**src/rtl/cam_capture_ctrl.sv**
```systemverilog
// cam_capture_ctrl
//   Captures camera frames from an 8-bit RGB444 byte bus (two bytes per pixel)
//   into a frame buffer. Arms on request, aligns to the next frame start,
//   packs byte pairs into 12-bit pixels and writes them line by line. Also
//   reports frame completion, line/frame geometry errors and a frame count.
//
// Ports
//   cam_clk      pixel-byte clock, rising edge
//   rstn         asynchronous active-low reset
//   cam_vsync    camera VSYNC, high = vertical blanking
//   cam_href     camera HREF, high = valid bytes
//   cam_data     camera byte bus
//   arm          pulse: request capture (ignored while busy)
//   continuous   1 = capture frames until stop, 0 = single frame
//   stop         pulse: end (continuous) or abort (single) capture
//   err_clr      pulse: clear sticky error flags
//   wr_en        frame-buffer write strobe
//   wr_addr      frame-buffer address
//   wr_data      pixel {R[3:0],G[3:0],B[3:0]}
//   busy         high in any state except IDLE
//   frame_done   one-cycle pulse per completed frame
//   frame_cnt    completed frames since reset (wraps)
//   last_lines   HREF lines counted in the last completed frame
//   err_line     sticky: line ended with wrong pixel count or half a pixel
//   err_frame    sticky: frame ended with wrong line count
//
// state      | meaning
// -----------+--------------------------------------------------------
// IDLE       | not capturing, waiting for arm
// WAIT_VS    | armed, waiting for VSYNC high (blanking)
// WAIT_START | in blanking, waiting for VSYNC falling edge
// CAPTURE    | capturing lines until VSYNC rises again

module cam_capture_ctrl #(
    parameter int H_PIX   = 640,
    parameter int V_LINES = 480,
    parameter int ADDR_W  = 19
) (
    input  logic              cam_clk,
    input  logic              rstn,
    input  logic              cam_vsync,
    input  logic              cam_href,
    input  logic [7:0]        cam_data,
    input  logic              arm,
    input  logic              continuous,
    input  logic              stop,
    input  logic              err_clr,
    output logic              wr_en,
    output logic [ADDR_W-1:0] wr_addr,
    output logic [11:0]       wr_data,
    output logic              busy,
    output logic              frame_done,
    output logic [15:0]       frame_cnt,
    output logic [9:0]        last_lines,
    output logic              err_line,
    output logic              err_frame
);

    // Pixel counter keeps counting past H_PIX (clipped pixels) and saturates.
    localparam int                PW        = $clog2(H_PIX + 1) + 1;
    localparam logic [PW-1:0]     H_PIX_P   = PW'(H_PIX);
    localparam logic [PW-1:0]     PIX_MAX   = '1;
    localparam logic [9:0]        V_LINES_L = 10'(V_LINES);
    localparam logic [9:0]        LINE_MAX  = 10'h3FF;
    localparam logic [ADDR_W-1:0] H_STEP    = ADDR_W'(H_PIX);

    typedef enum logic [1:0] {
        IDLE       = 2'd0,
        WAIT_VS    = 2'd1,
        WAIT_START = 2'd2,
        CAPTURE    = 2'd3
    } state_t;

    state_t state, state_nxt;

    logic              vs_q, vs_q2;
    logic              hr_q, hr_q2;
    logic [7:0]        d_q;
    logic              vs_rise, vs_fall, hr_fall;

    logic              phase;
    logic [3:0]        r_nib;
    logic [PW-1:0]     pix_cnt;
    logic [9:0]        line_cnt;
    logic [ADDR_W-1:0] line_base;
    logic              stop_seen;

    logic              take_byte;
    logic              line_end;
    logic              frame_end;
    logic              start_frame;
    logic [9:0]        line_cnt_inc;
    logic [9:0]        line_cnt_end;
    logic              pix_ok;
    logic              line_bad;

    always_ff @(posedge cam_clk or negedge rstn) begin
        if (!rstn) begin
            vs_q  <= 1'b0;
            vs_q2 <= 1'b0;
            hr_q  <= 1'b0;
            hr_q2 <= 1'b0;
            d_q   <= 8'h00;
        end else begin
            vs_q  <= cam_vsync;
            vs_q2 <= vs_q;
            hr_q  <= cam_href;
            hr_q2 <= hr_q;
            d_q   <= cam_data;
        end
    end

    assign vs_rise = vs_q & ~vs_q2;
    assign vs_fall = ~vs_q & vs_q2;
    assign hr_fall = ~hr_q & hr_q2;

    always_ff @(posedge cam_clk or negedge rstn) begin
        if (!rstn) begin
            state <= IDLE;
        end else begin
            state <= state_nxt;
        end
    end

    always_comb begin
        state_nxt   = state;
        take_byte   = 1'b0;
        line_end    = 1'b0;
        frame_end   = 1'b0;
        start_frame = 1'b0;
        case (state)
            IDLE: begin
                if (arm) state_nxt = WAIT_VS;
            end
            WAIT_VS: begin
                if (stop)      state_nxt = IDLE;
                else if (vs_q) state_nxt = WAIT_START;
            end
            WAIT_START: begin
                if (stop) begin
                    state_nxt = IDLE;
                end else if (vs_fall) begin
                    state_nxt   = CAPTURE;
                    start_frame = 1'b1;
                end
            end
            CAPTURE: begin
                // A single-frame stop aborts at once: nothing else in this
                // cycle takes effect, which also drops any pending write.
                if (stop && !continuous) begin
                    state_nxt = IDLE;
                end else begin
                    // A line still open at frame end is closed in the same
                    // cycle; its last byte is not taken.
                    take_byte = hr_q & ~vs_rise;
                    line_end  = hr_fall | (vs_rise & hr_q);
                    if (vs_rise) begin
                        frame_end = 1'b1;
                        if (continuous && !stop_seen && !stop) state_nxt = WAIT_START;
                        else                                    state_nxt = IDLE;
                    end
                end
            end
            default: state_nxt = IDLE;
        endcase
    end

    assign busy         = (state != IDLE);
    assign line_cnt_inc = (line_cnt == LINE_MAX) ? line_cnt : line_cnt + 10'd1;
    assign line_cnt_end = line_end ? line_cnt_inc : line_cnt;
    assign pix_ok       = (pix_cnt < H_PIX_P) && (line_cnt < V_LINES_L);
    assign line_bad     = (pix_cnt != H_PIX_P) || phase;

    always_ff @(posedge cam_clk or negedge rstn) begin
        if (!rstn) begin
            wr_en      <= 1'b0;
            wr_addr    <= '0;
            wr_data    <= 12'h000;
            frame_done <= 1'b0;
            frame_cnt  <= 16'h0000;
            last_lines <= 10'd0;
            err_line   <= 1'b0;
            err_frame  <= 1'b0;
            phase      <= 1'b0;
            r_nib      <= 4'h0;
            pix_cnt    <= '0;
            line_cnt   <= 10'd0;
            line_base  <= '0;
            stop_seen  <= 1'b0;
        end else begin
            wr_en      <= 1'b0;
            frame_done <= 1'b0;

            if (start_frame) begin
                phase     <= 1'b0;
                pix_cnt   <= '0;
                line_cnt  <= 10'd0;
                line_base <= '0;
            end

            if (take_byte) begin
                if (!phase) begin
                    r_nib <= d_q[3:0];
                    phase <= 1'b1;
                end else begin
                    phase <= 1'b0;
                    if (pix_cnt != PIX_MAX) pix_cnt <= pix_cnt + 1'b1;
                    if (pix_ok) begin
                        wr_en   <= 1'b1;
                        wr_addr <= line_base + ADDR_W'(pix_cnt);
                        wr_data <= {r_nib, d_q};
                    end
                end
            end

            if (line_end) begin
                line_cnt <= line_cnt_inc;
                if (line_cnt < V_LINES_L) line_base <= line_base + H_STEP;
                pix_cnt  <= '0;
                phase    <= 1'b0;
            end

            if (frame_end) begin
                last_lines <= line_cnt_end;
                frame_done <= 1'b1;
                frame_cnt  <= frame_cnt + 16'd1;
            end

            // Setting wins over a simultaneous clear.
            err_line  <= (err_line & ~err_clr) | (line_end & line_bad);
            err_frame <= (err_frame & ~err_clr) | (frame_end & (line_cnt_end != V_LINES_L));

            if (state == IDLE)                 stop_seen <= 1'b0;
            else if (state == CAPTURE && stop) stop_seen <= 1'b1;
        end
    end

endmodule

```
**config.mk**
```make
export PLATFORM = sky130hd
export DESIGN_NAME = cam_capture_ctrl
export DESIGN_NICKNAME = d
export VERILOG_FILES = /design/src/rtl/cam_capture_ctrl.sv
export SDC_FILE = /design/constraint.sdc
export NUM_CORES = 1
export LEC_CHECK = 0
export CAP_MARGIN = 20
export CORE_UTILIZATION = 25
export DETAILED_ROUTE_END_ITERATION = 16
export GPL_TIMING_DRIVEN = 0
export PLACE_DENSITY_LB_ADDON = 0.3
export SLEW_MARGIN = 20
export SYNTH_ARGS = -nofsm -noshare
export SYNTH_HDL_FRONTEND = slang
export SYNTH_SLANG_ARGS = --single-unit
export TNS_END_PERCENT = 50
```
**constraint.sdc**
```tcl
create_clock -name cam_clk -period 2.21 [get_ports cam_clk]
set_input_delay 0.442 -clock cam_clk [delete_from_list [all_inputs] [get_ports cam_clk]]
set_output_delay 0.442 -clock cam_clk [all_outputs]
set_load 0.005 [all_outputs]
```
### Word-level counts from Yosys, hierarchy flattened

Cells that the tools add are included.

| operators by class | value |
|---|---|
| $add $sub $neg | 5 |
| magnitude comparators | 2 |
| equality and inequality tests | 11 |
| mux-type cells | 41 |
| bitwise logic cells | 18 |
| reduce and logical (&&, ||, !) cells | 17 |

Operators with widths:

| operator | number |
|---|---|
| $mux W19 | 3 |
| $mux W11 | 5 |
| $mux W10 | 4 |
| $mux W1 | 20 |
| $add A19 B10 Y19 const B | 1 |
| $add A19 B11 Y19 | 1 |
| $add A16 B1 Y16 const B | 1 |
| $mux W2 | 8 |
| $add A11 B1 Y11 const B | 1 |
| $lt A11 B10 Y1 const B | 1 |
| $ne A11 B10 Y1 const B | 1 |
| $ne A11 B11 Y1 const B | 1 |
| $add A10 B1 Y10 const B | 1 |
| $eq A10 B10 Y1 const B | 1 |
| $lt A10 B9 Y1 const B | 1 |
| $ne A10 B9 Y1 const B | 1 |
| $and A1 B1 Y1 | 9 |
| $ne A3 B3 Y1 const B | 3 |
| $pmux W2 S4 | 1 |
| $not A1 Y1 | 6 |
| $reduce_bool A2 Y1 | 3 |
| $logic_and A1 B1 Y1 | 5 |
| $eq A2 B2 Y1 const B | 2 |
| $reduce_and A4 Y1 | 1 |
| other kinds (9) | 13 |

| word-level totals | value |
|---|---|
| bits in registers | 121 |
| input bits | 16 |
| output and inout bits | 62 |
| word-level logic and storage cells | 114 |

### Logic depth before layout (Yosys ltp)

Gate-level depths: netlist of run 1.

| depth | value |
|---|---|
| depth in word-level cells | 10 |
| mapped depth | 9 |
| depth with buffers taken out | 9 |

### Worst setup path before layout of run 1

Ideal clock, no wire load.

| timing | value |
|---|---|
| path kind | register to register |
| start point | reg pix_cnt[0] |
| end point | reg wr_addr[14] |
| library setup time | 0.082 ns |
| data arrival time | 2.288 ns |
| data required time | 2.128 ns |
| path slack | -0.160 ns |
| cell stages (with the launch flop) | 10 |
| path buffers | 0 |
| period minus slack after synthesis | 2.370 ns |
| path through | dfrtp_1 -> ha_1 -> inv_1 -> fa_1 -> nor2b_1 -> o31a_1 -> o221a_2 -> a21boi_2 -> or4_1 -> a31oi_1 |

| between the ends | value |
|---|---|
| longest elaborated chain between the ends | 3 |
| elaborated cells between the ends (all ways) | 4 |
| those cells by class | add/sub: 1; order compare: 1; reduce/logical: 2 |

RTL lines:

| what | line | RTL |
|---|---|---|
| start: declaration | 83 | `logic [PW-1:0] pix_cnt;` |
| start signal: assignment | 207 | `if (pix_cnt != PIX_MAX) pix_cnt <= pix_cnt + 1'b1;` |
| $lt A11 B10 Y1 | 171 | `assign pix_ok = (pix_cnt < H_PIX_P) && (line_cnt < V_LINES_L);` |
| $logic_and A1 B1 Y1 | 171 |  |
| $reduce_and A3 Y1 (no line) | -- |  |
| end signal: assignment | 210 | `wr_addr <= line_base + ADDR_W'(pix_cnt);` |
| end: declaration | 49 | `output logic [ADDR_W-1:0] wr_addr,` |

Several ways; a longest one is shown, not always the timed one.
A chain may end at the register's enable or synchronous reset.

### Final worst setup path of run 1

| timing | value |
|---|---|
| start point | reg line_base[0] |
| end point | reg wr_addr[14] |

| between the ends | value |
|---|---|
| longest elaborated chain between the ends | 1 |

RTL lines:

| what | line | RTL |
|---|---|---|
| start: declaration | 85 | `logic [ADDR_W-1:0] line_base;` |
| start signal: assignment | 218 | `if (line_cnt < V_LINES_L) line_base <= line_base + H_STEP;` |
| $add A19 B11 Y19 | 210 |  |

Every way passes these cells.

==> run summary, run 1 <==
After synthesis the cells add up to between 5000 and 6000 um^2. The top-level I/O count came out at between 70 and 80. 0 antenna diodes ended up in the layout. Setup repair after global routing could not meet its margin everywhere. In this run the clock root is driven by a sky130_fd_sc_hd__clkbuf_16. The worst setup slack for register-to-register paths is -0.04 ns. The largest voltage drop on the vdd net is between 0.0004 and 0.0005 V.

The number of max-slew violations in the final report came out at 0. The clock passes through at most 2 buffers. The adder and majority gate portion of the synthesized area came out at 3.80%.

The H-tree generated during clock tree synthesis spans 4 levels. TritonCTS built the clock tree. The share of the Yosys chip area taken by registers is between 50% and 60%. The global-route wire length before repair is approximately 24000 um. The number of flip-flops and latches in the synthesized netlist came out at between 100 and 150.

For the worst setup path, the data required time is between 2 and 3 ns. The detailed router's first-iteration violation count is around 150. The finished layout holds 990 standard cells, fillers aside. The first-pass iteration count of the detailed router came out at 4. The post-synthesis share of cell area spent on and, or, nand and nor gates is a little over 20%. Dividing the synthesized area by the synthesized cell count gives between 9 and 10 um^2.

The core area came out at roughly 23000 um^2. The synthesized netlist devotes between 10% and 20% of its cell area to compound gates. The synthesized netlist net count came out at 613. The flow ran to the end, but the final reports show violations.

Summing over every cut layer, the via total after detailed routing is 4598. The maximum fanout along the worst path is 8. For this design the static power due to leakage is roughly 3.4 nW.

TritonCTS created 17 clock buffers. The clock drives approximately 120 sinks. The area added between synthesis and finish is 35.7%. The worst hold path passes through 0 cells. The initial core utilization came out at approximately a quarter. The worst setup slack after layout is -0.0400 ns.

At the end of routability-driven placement, the weighted congestion stood at slightly above 0.8. The final net count came out at approximately 730. The number of antenna violations at the first check in global routing is 0.

The overall overflow remaining after global route came out at 0. The routed design could run at a clock period as short as approximately 2.3 ns. The commonest register cell after synthesis is sky130_fd_sc_hd__dfrtp_1. By startpoint and endpoint, the worst setup path is classified as flip-flop to flip-flop.

The worst max-slew margin expressed relative to the limit came out at between 50% and 60%. In this run the remaining antenna-violating nets after routing total 0. Data arrives at the worst endpoint at roughly 2.6 ns. Between clock sinks in the finished design, the worst skew comes to 0.00979 ns. By area, the combinational part of the netlist is dominated by simple AND/OR/NAND/NOR gates.

The worst hold path begins at hr_q. In this run the critical register-to-register path is launched from line_base[0]. The floorplan row count came out at between 50 and 60. The ratio of cells with drive above 1 in the final layout came out at between 10% and 20%. Setup violations remaining at the end of the flow were counted as 3. The worst register-to-register path has a depth of 9. Static timing analysis puts the maximum clock frequency at about 0.44 GHz. The half-perimeter wire length after placement is approximately 10000 um. The number of enable flip-flop cells after synthesis is 0. The die width is ~150 um. The number of violations of the max-capacitance limit came out at 0. The number of failing hold endpoints at the final stage is 0. The slew at the pin closest to its max-slew limit came out at between 0.6 and 0.7 ns.

The xor/xnor cell area share of the yosys netlist is roughly 5.4%. The worst register-to-register path ends at wr_addr[14]. In this run, distinct cell masters in the synthesized netlist total a little under 60.

For hold timing, the worst endpoint is hr_q2. The number of cells produced by synthesis came out at 580. The final critical path takes up 102% of the cycle. In the routed layout, each cell is associated on average with a via count of approximately 4.6. The count of yosys warnings during synthesis came out at 0. The latest clock arrival within the worst-skew pair came out at around 0.42 ns.

The routed length per instance came out at roughly 15 um. The largest net degree at the start of global routing came out at 63. The via count of the first global-routing pass came out at between 4000 and 5000. The mux contribution to synthesized area came out at 2.63%.

Adding up every negative setup slack in the final design gives -0.0794 ns. The checks that failed: setup timing. The DRC violation count after routing came out at 0. The async set-or-reset flop fraction in the synthesized netlist is between 90% and 100%. The number of input and output port buffers inserted came out at 77. The worst hold path belongs to the class flip-flop to flip-flop. The worst setup path is launched from a flip-flop. The die height came out at 154 um. The clock transition time at the flip-flop clock pins of the worst setup and hold paths is 0.06 ns. The worst setup path is captured at a flip-flop.

The sum of routed wire length over all layers came out at around 15000 um. The global router's overall resource usage is 12.9%. The die area is approximately 24000 um^2. The cell area power density came out at between 900 and 1000 nW/um^2.

The number of placed cells counting well taps is between 900 and 1000.
==> registers in the layout, indices dropped and copies added, names as in the netlist, 2 cells and up <==
name and cells:
r_nib 4, d_q 8, pix_cnt 11, wr_data 12, line_cnt 10, line_base 19, state 2, frame_cnt 16
last_lines 10, wr_addr 19
==> logic make-up after synthesis <==
family | after synthesis
compound gates | 115
xor+xnor | 36
fa+ha+maj | 17
buf+inv | 34
flops | 121
mux | 14
simple gates | 243
==> power breakdown <==
part | total, W | internal (W) | switching [W] | leakage (nW)
clock | 0.00276 | 0.00169 | 0.00107 | 0.271
combinational | 0.00150 | 0.000800 | 0.000698 | 1.54
sequential | 0.00286 | 0.00256 | 0.000293 | 1.62
total | 0.00712 | 0.00505 | 0.00206 | 3.43
==> routing by layer <==
layer  global-route usage, %  share of wire (%)  routed length (um)
met5                       0                  0                   0
met3                    3.42                3.6                 524
met4                    3.72               0.65                  95
met2                    20.1                 45                6630
met1                    17.5                 50                7350
==> layout make-up <==
class                      instances  area [um^2]
buffer                            17         76.3
clock buffer                      18          439
clock inverter                    14          150
fill                            2345        14800
inverter                          16         61.3
multi-input combinational        425         2820
sequential                       121         3040
tap                              285          357
timing repair buffer              94          925
==> cell usage after synthesis (all sizes together), types with 2 or more instances <==
library cell	n	area, um^2
nand2	102	385
o31a	3	26.3
a21o	5	37.5
ha	16	200
or2	3	18.8
a31oi	11	68.8
dfrtp	121	3030
nor3	2	10.0
o21ai	34	170
a21oi	15	78.8
o21a	4	30.0
or3	4	25.0
nand3	17	85.1
a2111oi	2	17.5
o41ai	3	26.3
o2111ai	4	35.0
nor4b	2	17.5
a211oi	5	42.5
nand4	14	103
o31ai	10	75.1
and3	12	75.1
xnor2	16	140
xor2	20	175
and2	15	93.8
or4	6	45.0
mux2i	4	40.0
inv	15	56.3
o211ai	7	52.6
nor2	45	169
nand2b	8	50.1
and4	3	26.3
buf	5	27.5
o22ai	3	18.8
clkbuf	13	48.8
mux2	10	113
nor2b	5	31.3
==> worst max-delay path, cell delays in order (launching register included) <==
cell,delay [ns]
sky130_fd_sc_hd__dfrtp_1,0.38
sky130_fd_sc_hd__ha_4,0.15
sky130_fd_sc_hd__inv_2,0.03
sky130_fd_sc_hd__fa_2,0.35
sky130_fd_sc_hd__nor2b_2,0.14
sky130_fd_sc_hd__o31a_1,0.21
sky130_fd_sc_hd__o221a_4,0.22
sky130_fd_sc_hd__a21boi_4,0.08
sky130_fd_sc_hd__or4_1,0.47
sky130_fd_sc_hd__a31oi_1,0.15
==> placed cells by master (no fill, tap or decap), types with 14 or more instances in the layout <==
cell and n:
sky130_fd_sc_hd__dfrtp_1 115, sky130_fd_sc_hd__nor2_1 42, sky130_fd_sc_hd__xor2_1 20, sky130_fd_sc_hd__clkbuf_16 17, sky130_fd_sc_hd__xnor2_1 16, sky130_fd_sc_hd__and2_1 15
sky130_fd_sc_hd__o21ai_0 31, sky130_fd_sc_hd__nand3_1 17, sky130_fd_sc_hd__nand2_1 100, sky130_fd_sc_hd__clkdlybuf4s50_1 75, sky130_fd_sc_hd__a21oi_1 14, sky130_fd_sc_hd__buf_4 16
sky130_fd_sc_hd__inv_1 14
==> metrics by stage <==
stage / power [W] / worst slack, ns / util [%] / hold slack [ns] / area, um^2
4_1_cts: 0.00717 / -0.0596 / 33.9 / 0.416 / 7710
3_3_place_gp: 0.00428 / -4.84 / 30.6 / 0.406 / 6960
6_report: 0.00712 / -0.0400 / 34.6 / 0.411 / 7860
3_5_place_dp: 0.00431 / -0.820 / 30.8 / 0.408 / 6990
2_1_floorplan: 0.00354 / 0.00404 / - / 0.146 / 5830
5_1_grt: 0.00752 / -0.163 / 34.6 / 0.438 / 7860
==> worst max path at each step <==
stage,start,to,slack (ns),depth (start not counted)
after CTS,line_base[0],wr_addr[14],-0.06,9
after global routing,line_base[0],wr_addr[14],-0.16,9
after detailed placement,stop,last_lines[5],-0.82,7
after floorplan,pix_cnt[0],wr_addr[14],0.004,9
after global placement,rstn,pix_cnt[0],-4.84,1
final,line_base[0],wr_addr[14],-0.04,9
==> timing repair <==
item                                    in CTS  in global routing
hold buffers                                 1                  0
buffers inserted                             9                  6
resized for setup                           20                 23
pin swaps                                    7                 10
endpoints found under the hold margin       59                  0
endpoints found under the setup margin      50                 18
Power figures use the tool's default switching activity.
==> run 2: changes to the inputs <==
--- a/config.mk
+++ b/config.mk
@@ -9,7 +9,7 @@
 export CORE_UTILIZATION = 25
 export DETAILED_ROUTE_END_ITERATION = 16
 export GPL_TIMING_DRIVEN = 0
-export PLACE_DENSITY_LB_ADDON = 0.3
+export PLACE_DENSITY = 0.46
 export SLEW_MARGIN = 20
 export SYNTH_ARGS = -nofsm -noshare
 export SYNTH_HDL_FRONTEND = slang
==> run summary, run 2 (synthesis results as in run 1) <==
The ratio of cells with drive above 1 in the final layout is 15.5% (was 15.0%). The most common cell after layout, fill and taps aside is sky130_fd_sc_hd__dfrtp_1 (unchanged). The slew at the pin closest to its max-slew limit came out at 0.616 ns (was 0.661 ns). The kind of cell with the highest combined delay on the critical path is compound AO/OA/AOI/OAI gates (unchanged). The type of the tightest min-delay check is flip-flop to flip-flop (unchanged). The origin of the critical flop-to-flop path was pix_cnt[1] (was line_base[0]). Chain of cells forming the critical path: inv_2 -> fa_2 -> nor2b_2 -> o31a_1 -> o221a_4 -> a21boi_4 -> or4_4 -> a31oi_1 (was ha_4 -> inv_2 -> fa_2 -> nor2b_2 -> o31a_1 -> o221a_4 -> a21boi_4 -> or4_1 -> a31oi_1). The half-perimeter wire length after placement is 10200 um (was 10100 um). The register area is 3040 um^2 (about the same).

The minimum clock period was 2.31 ns (was 2.25 ns). The global router's overall resource usage came to 13.0% (was 12.9%). Highest-count cells in the layout ignoring fill and taps: 113 x sky130_fd_sc_hd__dfrtp_1, 100 x sky130_fd_sc_hd__nand2_1, 74 x sky130_fd_sc_hd__clkdlybuf4s50_1 (was 115 x sky130_fd_sc_hd__dfrtp_1, 100 x sky130_fd_sc_hd__nand2_1, 75 x sky130_fd_sc_hd__clkdlybuf4s50_1).

The global-route wire length before repair came out at 24400 um (was 24100 um). The final count of negative-setup-slack endpoints came to 5 (was 3). The latest clock arrival within the worst-skew pair is 0.41 ns (was 0.42 ns). The overall overflow remaining after global route came to 0 (unchanged). The area of combinational cells with multiple inputs is 2820 um^2 (about the same). Setup repair after global routing missed its margin: true (unchanged). The share of the clock period used by the worst path after layout came out at 104% (was 102%).

The terminating pin of the worst hold path was wr_data[4] (was hr_q2). The count of clock tree sinks came out at 121 (unchanged). The number of failing hold endpoints at the final stage was 0 (unchanged). The critical path data required time is 2.54 ns (was 2.55 ns). The worst max-slew margin expressed relative to the limit is 58.3% (was 55.3%). The pre-CTS setup slack is -0.803 ns (was -0.820 ns).

The maximum fanout along the worst path came out at 7 (was 8). The worst path arrival time is 2.64 ns (was 2.59 ns). The number of fill cells came to 2306 (was 2345). The number of violations of the max-capacitance limit is 0 (unchanged).

The critical path launch point type was a flip-flop (unchanged). The area added between synthesis and finish was 36.0% (was 35.7%). The detailed-route via count came out at 4641 (was 4598). The layer with the highest usage is met2 (unchanged). The buffers plus inverters on the worst setup path was 1 (unchanged).

The detailed router's first-iteration violation count was 224 (was 154). The worst setup slack after layout came out at -0.0951 ns (was -0.0400 ns). The number of buffers created by CTS is 17 (unchanged). The met3 usage came to 3.92% (was 3.42%).

The met1 capacity usage during global routing came to 16.9% (was 17.5%). The die height came to 154 um (unchanged). The largest voltage drop on the vdd net came out at 0.000573 V (was 0.000484 V). The worst flop-to-flop path endpoint is wr_addr[16] (was wr_addr[14]). The cell at the root of the clock tree was sky130_fd_sc_hd__clkbuf_16 (unchanged). The highest clock rate came out at 0.434 GHz (was 0.444 GHz). The final antenna-violating net count is 0 (unchanged). The post-detailed-route via-to-cell ratio was 4.70 (was 4.64).

The sum of routed wire length over all layers came out at 14500 um (was 14600 um). Violated checks: setup timing (unchanged). The worst hold path startpoint was d_q[4] (was hr_q). The setup clock skew after layout came to 0.00611 ns (was 0.00979 ns). The final hold slack is 0.437 ns (was 0.411 ns). The number of antenna violations at the first check in global routing came out at 0 (unchanged). The core area is 22700 um^2 (unchanged).

Leading registers by flop count: line_base (19), wr_addr (19), frame_cnt (16) (unchanged). The endpoint kind of the worst setup timing path is a flip-flop (unchanged). The path depth of the worst reg2reg path came out at 8 (was 9). The initial core utilization came out at 25.5% (unchanged). The routed length per instance came out at 14.7 um (about the same).

The first-pass iteration count of the detailed router is 6 (was 4). The classification of the worst setup path is flip-flop to flip-flop (unchanged). The cell depth of the worst min-delay path is 2 (was 0). Outcome: finished with violations (unchanged). The H-tree depth is 4 (unchanged). The cell area power density is 909 nW/um^2 (was 905 nW/um^2). The worst setup slack for register-to-register paths came to -0.1 ns (was -0.04 ns).

The largest net degree at the start of global routing is 79 (was 63). The placer's final routability congestion estimate is 0.776 (was 0.813). The overall power of the completed layout came out at 0.00716 W (was 0.00712 W).

The leakage power total came out at 3.48 nW (was 3.43 nW). The floorplan row count was 55 (unchanged). The TritonCTS clock tree is built (unchanged). The number of input and output port buffers inserted came to 77 (unchanged).

The final net count is 724 (was 725). The die width came out at 154 um (unchanged). The clock transition time at the flip-flop clock pins of the worst setup and hold paths is 0.06 ns (about the same).

The die area came out at 23800 um^2 (unchanged). The met2 routing resource usage after global routing came to 20.6% (was 20.1%). The critical path's slowest cell is sky130_fd_sc_hd__or4_4 (was sky130_fd_sc_hd__or4_1). The buffer levels on the longest clock path is 2 (unchanged). The top-level I/O count is 78 (unchanged). The DRC violation count after routing is 0 (unchanged).

The stage delay of the slowest cell on the critical path is 0.48 ns (was 0.47 ns). The diode insertion count for antenna repair came out at 0 (unchanged). The via count of the first global-routing pass came out at 4661 (was 4580). The number of max-slew violations in the final report came out at 0 (unchanged).
[run 2: cell count changes in the layout (fill, tap and decap cells not counted), sizes merged]
| cell | previous run | this run |
|---|---|---|
| buf | 22 | 21 |
| bufinv | 2 | 3 |
| clkbuf | 30 | 33 |
| clkdlybuf4s50 | 75 | 74 |
| clkinvlp | 6 | 1 |
| dlymetal6s2s | 0 | 1 |
| inv | 16 | 15 |
[run 2: how the worst max path moves through the flow]
| stage | startpoint | end | slack [ns] | cells after the start |
|---|---|---|---|---|
| after global placement | rstn | pix_cnt[0] | -4.59 | 1 |
| after global routing | line_base[0] | wr_addr[18] | -0.19 | 9 |
| after floorplan | pix_cnt[0] | wr_addr[14] | 0.004 | 9 |
| after CTS | line_base[0] | wr_addr[16] | -0.09 | 9 |
| final | pix_cnt[1] | wr_addr[16] | -0.1 | 8 |
| after detailed placement | stop | last_lines[5] | -0.80 | 7 |
[run 2: layout make-up]
class / instances / share of cell area, %
Buffer: 17 / 1.16
Multi-Input combinational cell: 425 / 35.8
Clock buffer: 21 / 5.97
Tap cell: 285 / 4.52
Sequential cell: 121 / 38.5
Timing Repair Buffer: 93 / 11.7
Inverter: 16 / 0.762
Clock inverter: 9 / 1.56
[run 2: worst reg2reg max path: cells and delay by family, from the launching register on]
kind	cells	cell delay, ns
fa+ha+maj	1	0.41
simple gates	2	0.62
compound gates	4	0.66
buf+inv	1	0.09
flops	1	0.44
[run 2: what timing repair did]
item,CTS,global route
hold endpoints to repair,43,0
endpoints found under the setup margin,54,46
hold buffers,1,0
resized for setup,23,34
pin swaps,7,8
buffers inserted,10,4
[run 2: layer usage]
layer	wire, um	vias to the layer above
met2	6590	84
met5	0	-
li1	-	2280
met1	7120	2264
met4	192	0
met3	623	13
[run 2: per-stage QoR]
stage | instances | cell area (um^2) | util (%) | TNS [ns]
2_1_floorplan | 580 | 5830 | - | 0
3_3_place_gp | 942 | 6960 | 30.6 | -541.66
3_5_place_dp | 943 | 6990 | 30.8 | -45.29
4_1_cts | 984 | 7720 | 34.0 | -0.302
5_1_grt | 987 | 7880 | 34.7 | -1.04
6_report | 987 | 7880 | 34.7 | -0.346
[run 2: power by group]
part	internal (W)	leakage, nW	switching, W	total, W
sequential	0.00257	1.62	0.000310	0.00288
clock	0.00184	0.294	0.000967	0.00280
combinational	0.000793	1.57	0.000686	0.00148
total	0.00520	3.48	0.00196	0.00716
==> run 3: changes to the inputs <==
--- a/config.mk
+++ b/config.mk
@@ -10,6 +10,7 @@
 export DETAILED_ROUTE_END_ITERATION = 16
 export GPL_TIMING_DRIVEN = 0
 export PLACE_DENSITY = 0.46
+export SKIP_LAST_GASP = 1
 export SLEW_MARGIN = 20
 export SYNTH_ARGS = -nofsm -noshare
 export SYNTH_HDL_FRONTEND = slang
==> run summary, run 3 (synthesis results as in run 1) <==
The die height came out at 154 um (unchanged). The detailed router's first-iteration violation count came out at 205 (was 224). The classification of the worst setup path is flip-flop to flip-flop (unchanged). The number of buffers created by CTS was 17 (unchanged).

The global router's overall resource usage came out at 12.9% (was 13.0%). The clock transition time at the flip-flop clock pins of the worst setup and hold paths is 0.06 ns (about the same). The number of placed cells counting well taps came out at 943 (unchanged).

The highest clock rate is 0.438 GHz (was 0.434 GHz). The largest net degree at the start of global routing came out at 79 (unchanged). Leading registers by flop count: line_base (19), wr_addr (19), frame_cnt (16) (unchanged). The via count of the first global-routing pass came to 4662 (was 4661). The leakage power total came out at 3.48 nW (about the same). The worst path arrival time came out at 2.62 ns (was 2.64 ns).

The die area is 23800 um^2 (unchanged). The half-perimeter wire length after placement is 10200 um (unchanged). The top-level I/O count was 78 (unchanged). The floorplan row count is 55 (unchanged). The net switching power is 0.00195 W (was 0.00196 W). The internal power came to 0.00519 W (was 0.00520 W).

The switching portion of total power came out at 27.4% (about the same). The part of the total power dissipated in combinational logic is 20.5% (was 20.7%). Highest-count cells in the layout ignoring fill and taps: 115 x sky130_fd_sc_hd__dfrtp_1, 101 x sky130_fd_sc_hd__nand2_1, 74 x sky130_fd_sc_hd__clkdlybuf4s50_1 (was 113 x sky130_fd_sc_hd__dfrtp_1, 100 x sky130_fd_sc_hd__nand2_1, 74 x sky130_fd_sc_hd__clkdlybuf4s50_1). The largest voltage drop on the vdd net was 0.000572 V (was 0.000573 V). The number of antenna violations at the first check in global routing came out at 0 (unchanged). The worst hold path startpoint is hr_q (was d_q[4]). The placer's final routability congestion estimate came out at 0.776 (unchanged). The finished layout cell area is 7860 um^2 (was 7880 um^2). The die width came out at 154 um (unchanged). The endpoint kind of the worst setup timing path is a flip-flop (unchanged). Setup repair after global routing missed its margin: true (unchanged).

The cell at the root of the clock tree is sky130_fd_sc_hd__clkbuf_16 (unchanged). The stage delay of the slowest cell on the critical path is 0.48 ns (about the same). The final count of negative-setup-slack endpoints came to 6 (was 5).

The type of the tightest min-delay check is flip-flop to flip-flop (unchanged). The overall overflow remaining after global route is 0 (unchanged). The TritonCTS clock tree is built (unchanged). The met2 routing resource usage after global routing came out at 20.5% (was 20.6%). The slew at the pin closest to its max-slew limit came out at 0.626 ns (was 0.616 ns). The diode insertion count for antenna repair is 0 (unchanged). The final antenna-violating net count came out at 0 (unchanged).

The origin of the critical flop-to-flop path is line_base[0] (was pix_cnt[1]). The filler-free cell count of the finished design came out at 988 (was 987). The critical path launch point type is a flip-flop (unchanged). The DRC violation count after routing is 0 (unchanged). The number of failing hold endpoints at the final stage came out at 0 (unchanged).

The met3 usage came out at 3.92% (unchanged). The setup clock skew after layout is 0.00992 ns (was 0.00611 ns). Chain of cells forming the critical path: ha_4 -> inv_2 -> fa_2 -> nor2b_2 -> o31a_1 -> o221a_4 -> a21boi_4 -> or4_4 -> a31oi_1 (was inv_2 -> fa_2 -> nor2b_2 -> o31a_1 -> o221a_4 -> a21boi_4 -> or4_4 -> a31oi_1).

The proportion of power drawn by the clock network came out at 39.3% (was 39.2%). The final net count came to 725 (was 724). The core area is 22700 um^2 (unchanged). Outcome: finished with violations (unchanged). The maximum fanout along the worst path is 7 (unchanged). The global-route wire length before repair came out at 24400 um (about the same). The share of the clock period used by the worst path after layout is 103% (was 104%). The detailed-route via count is 4652 (was 4641). The number of input and output port buffers inserted came out at 77 (unchanged). The minimum clock period came out at 2.28 ns (was 2.31 ns). The H-tree depth is 4 (unchanged). The initial core utilization is 25.5% (unchanged). The critical path startpoint is line_base[0] (was pix_cnt[1]). The share of total power in sequential cells is 40.2% (about the same).

The ratio of cells with drive above 1 in the final layout is 14.9% (was 15.5%). Violated checks: setup timing (unchanged). The critical path data required time was 2.54 ns (about the same). The buffer levels on the longest clock path was 2 (unchanged). The sum of routed wire length over all layers is 14600 um (was 14500 um). The first-pass iteration count of the detailed router was 4 (was 6).

The most common cell after layout, fill and taps aside was sky130_fd_sc_hd__dfrtp_1 (unchanged). The post-detailed-route via-to-cell ratio came out at 4.71 (was 4.70). The worst setup slack after layout is -0.0738 ns (was -0.0951 ns). The cell area power density came out at 909 nW/um^2 (about the same). The layer with the highest usage is met2 (unchanged). The routed length per instance was 14.7 um (about the same). The worst max-slew margin expressed relative to the limit is 57.7% (was 58.3%).

The critical path's slowest cell is sky130_fd_sc_hd__or4_4 (unchanged). The area added between synthesis and finish is 35.6% (was 36.0%). The met1 capacity usage during global routing is 17.0% (was 16.9%). The latest clock arrival within the worst-skew pair was 0.42 ns (was 0.41 ns). The count of clock tree sinks came out at 121 (unchanged). The number of violations of the max-capacitance limit came out at 0 (unchanged). The total cell area at the placement stage came to 6990 um^2 (unchanged). The number of max-slew violations in the final report is 0 (unchanged).
## run 3: changes by cell type in the layout (fill, tap and decap cells not counted), sizes merged
cell,delta
buf,+1
## run 3: through the flow
stage / setup TNS (ns) / setup WS [ns] / hold slack, ns / total power (W) / utilization, %
floorplan: 0 / 0.00404 / 0.146 / 0.00354 / -
global placement: -541.66 / -4.59 / 0.402 / 0.00427 / 30.6
detailed placement: -45.29 / -0.803 / 0.404 / 0.00431 / 30.8
CTS: -0.415 / -0.0919 / 0.417 / 0.00720 / 33.9
global route: -1.53 / -0.187 / 0.451 / 0.00757 / 34.6
finish: -0.281 / -0.0738 / 0.428 / 0.00715 / 34.6
## run 3: final timing paths
check	to	slack (ns)	cells past startpoint
setup / recovery	wr_addr[16]	-0.07	9
hold / removal	hr_q2	0.43	0
setup reg to reg	wr_addr[16]	-0.07	9
hold reg to reg	hr_q2	0.43	0
max in group asynchronous	pix_cnt[4]	0.92	3
min in group asynchronous	frame_cnt[7]	0.53	2
## run 3: power groups by stage
stage | registers, W | logic (W) | clock network, W
2_1_floorplan | 0.00285 | 0.000687 | 0
3_3_place_gp | 0.00289 | 0.00138 | 0
6_report | 0.00287 | 0.00147 | 0.00281
4_1_cts | 0.00286 | 0.00146 | 0.00287
5_1_grt | 0.00292 | 0.00165 | 0.00299
3_5_place_dp | 0.00290 | 0.00140 | 0
## run 3: what timing repair did
item,CTS,global route
hold buffers,1,0
setup buffers,10,5
endpoints found under the hold margin,43,0
pin swaps,5,5
setup endpoints to repair,54,46
gates resized for setup,20,28
## run 3: routing by layer
metal,up-vias,wire (um)
li1,2282,-
met1,2271,7070
met2,89,6650
met3,10,673
met4,0,163
met5,-,0
## run 3: layout make-up
| class | instances | area [um^2] |
|---|---|---|
| clock buffers | 21 | 470 |
| well taps | 285 | 357 |
| multi-input cells | 425 | 2800 |
| clock inverters | 9 | 123 |
| inverters | 16 | 60.1 |
| repair buffers | 94 | 927 |
| plain buffers | 17 | 87.6 |
| flip-flops and latches | 121 | 3040 |
| fillers | 2306 | 14800 |
## run 3: critical path, delay by kind of cell (launching register included)
| kind | cells | cell delay [ns] |
|---|---|---|
| buffers and inverters | 1 | 0.04 |
| flip-flops | 1 | 0.38 |
| adder cells (fa/ha/maj) | 2 | 0.50 |
| AO/OA/AOI/OAI | 4 | 0.65 |
| AND/OR/NAND/NOR | 2 | 0.62 |
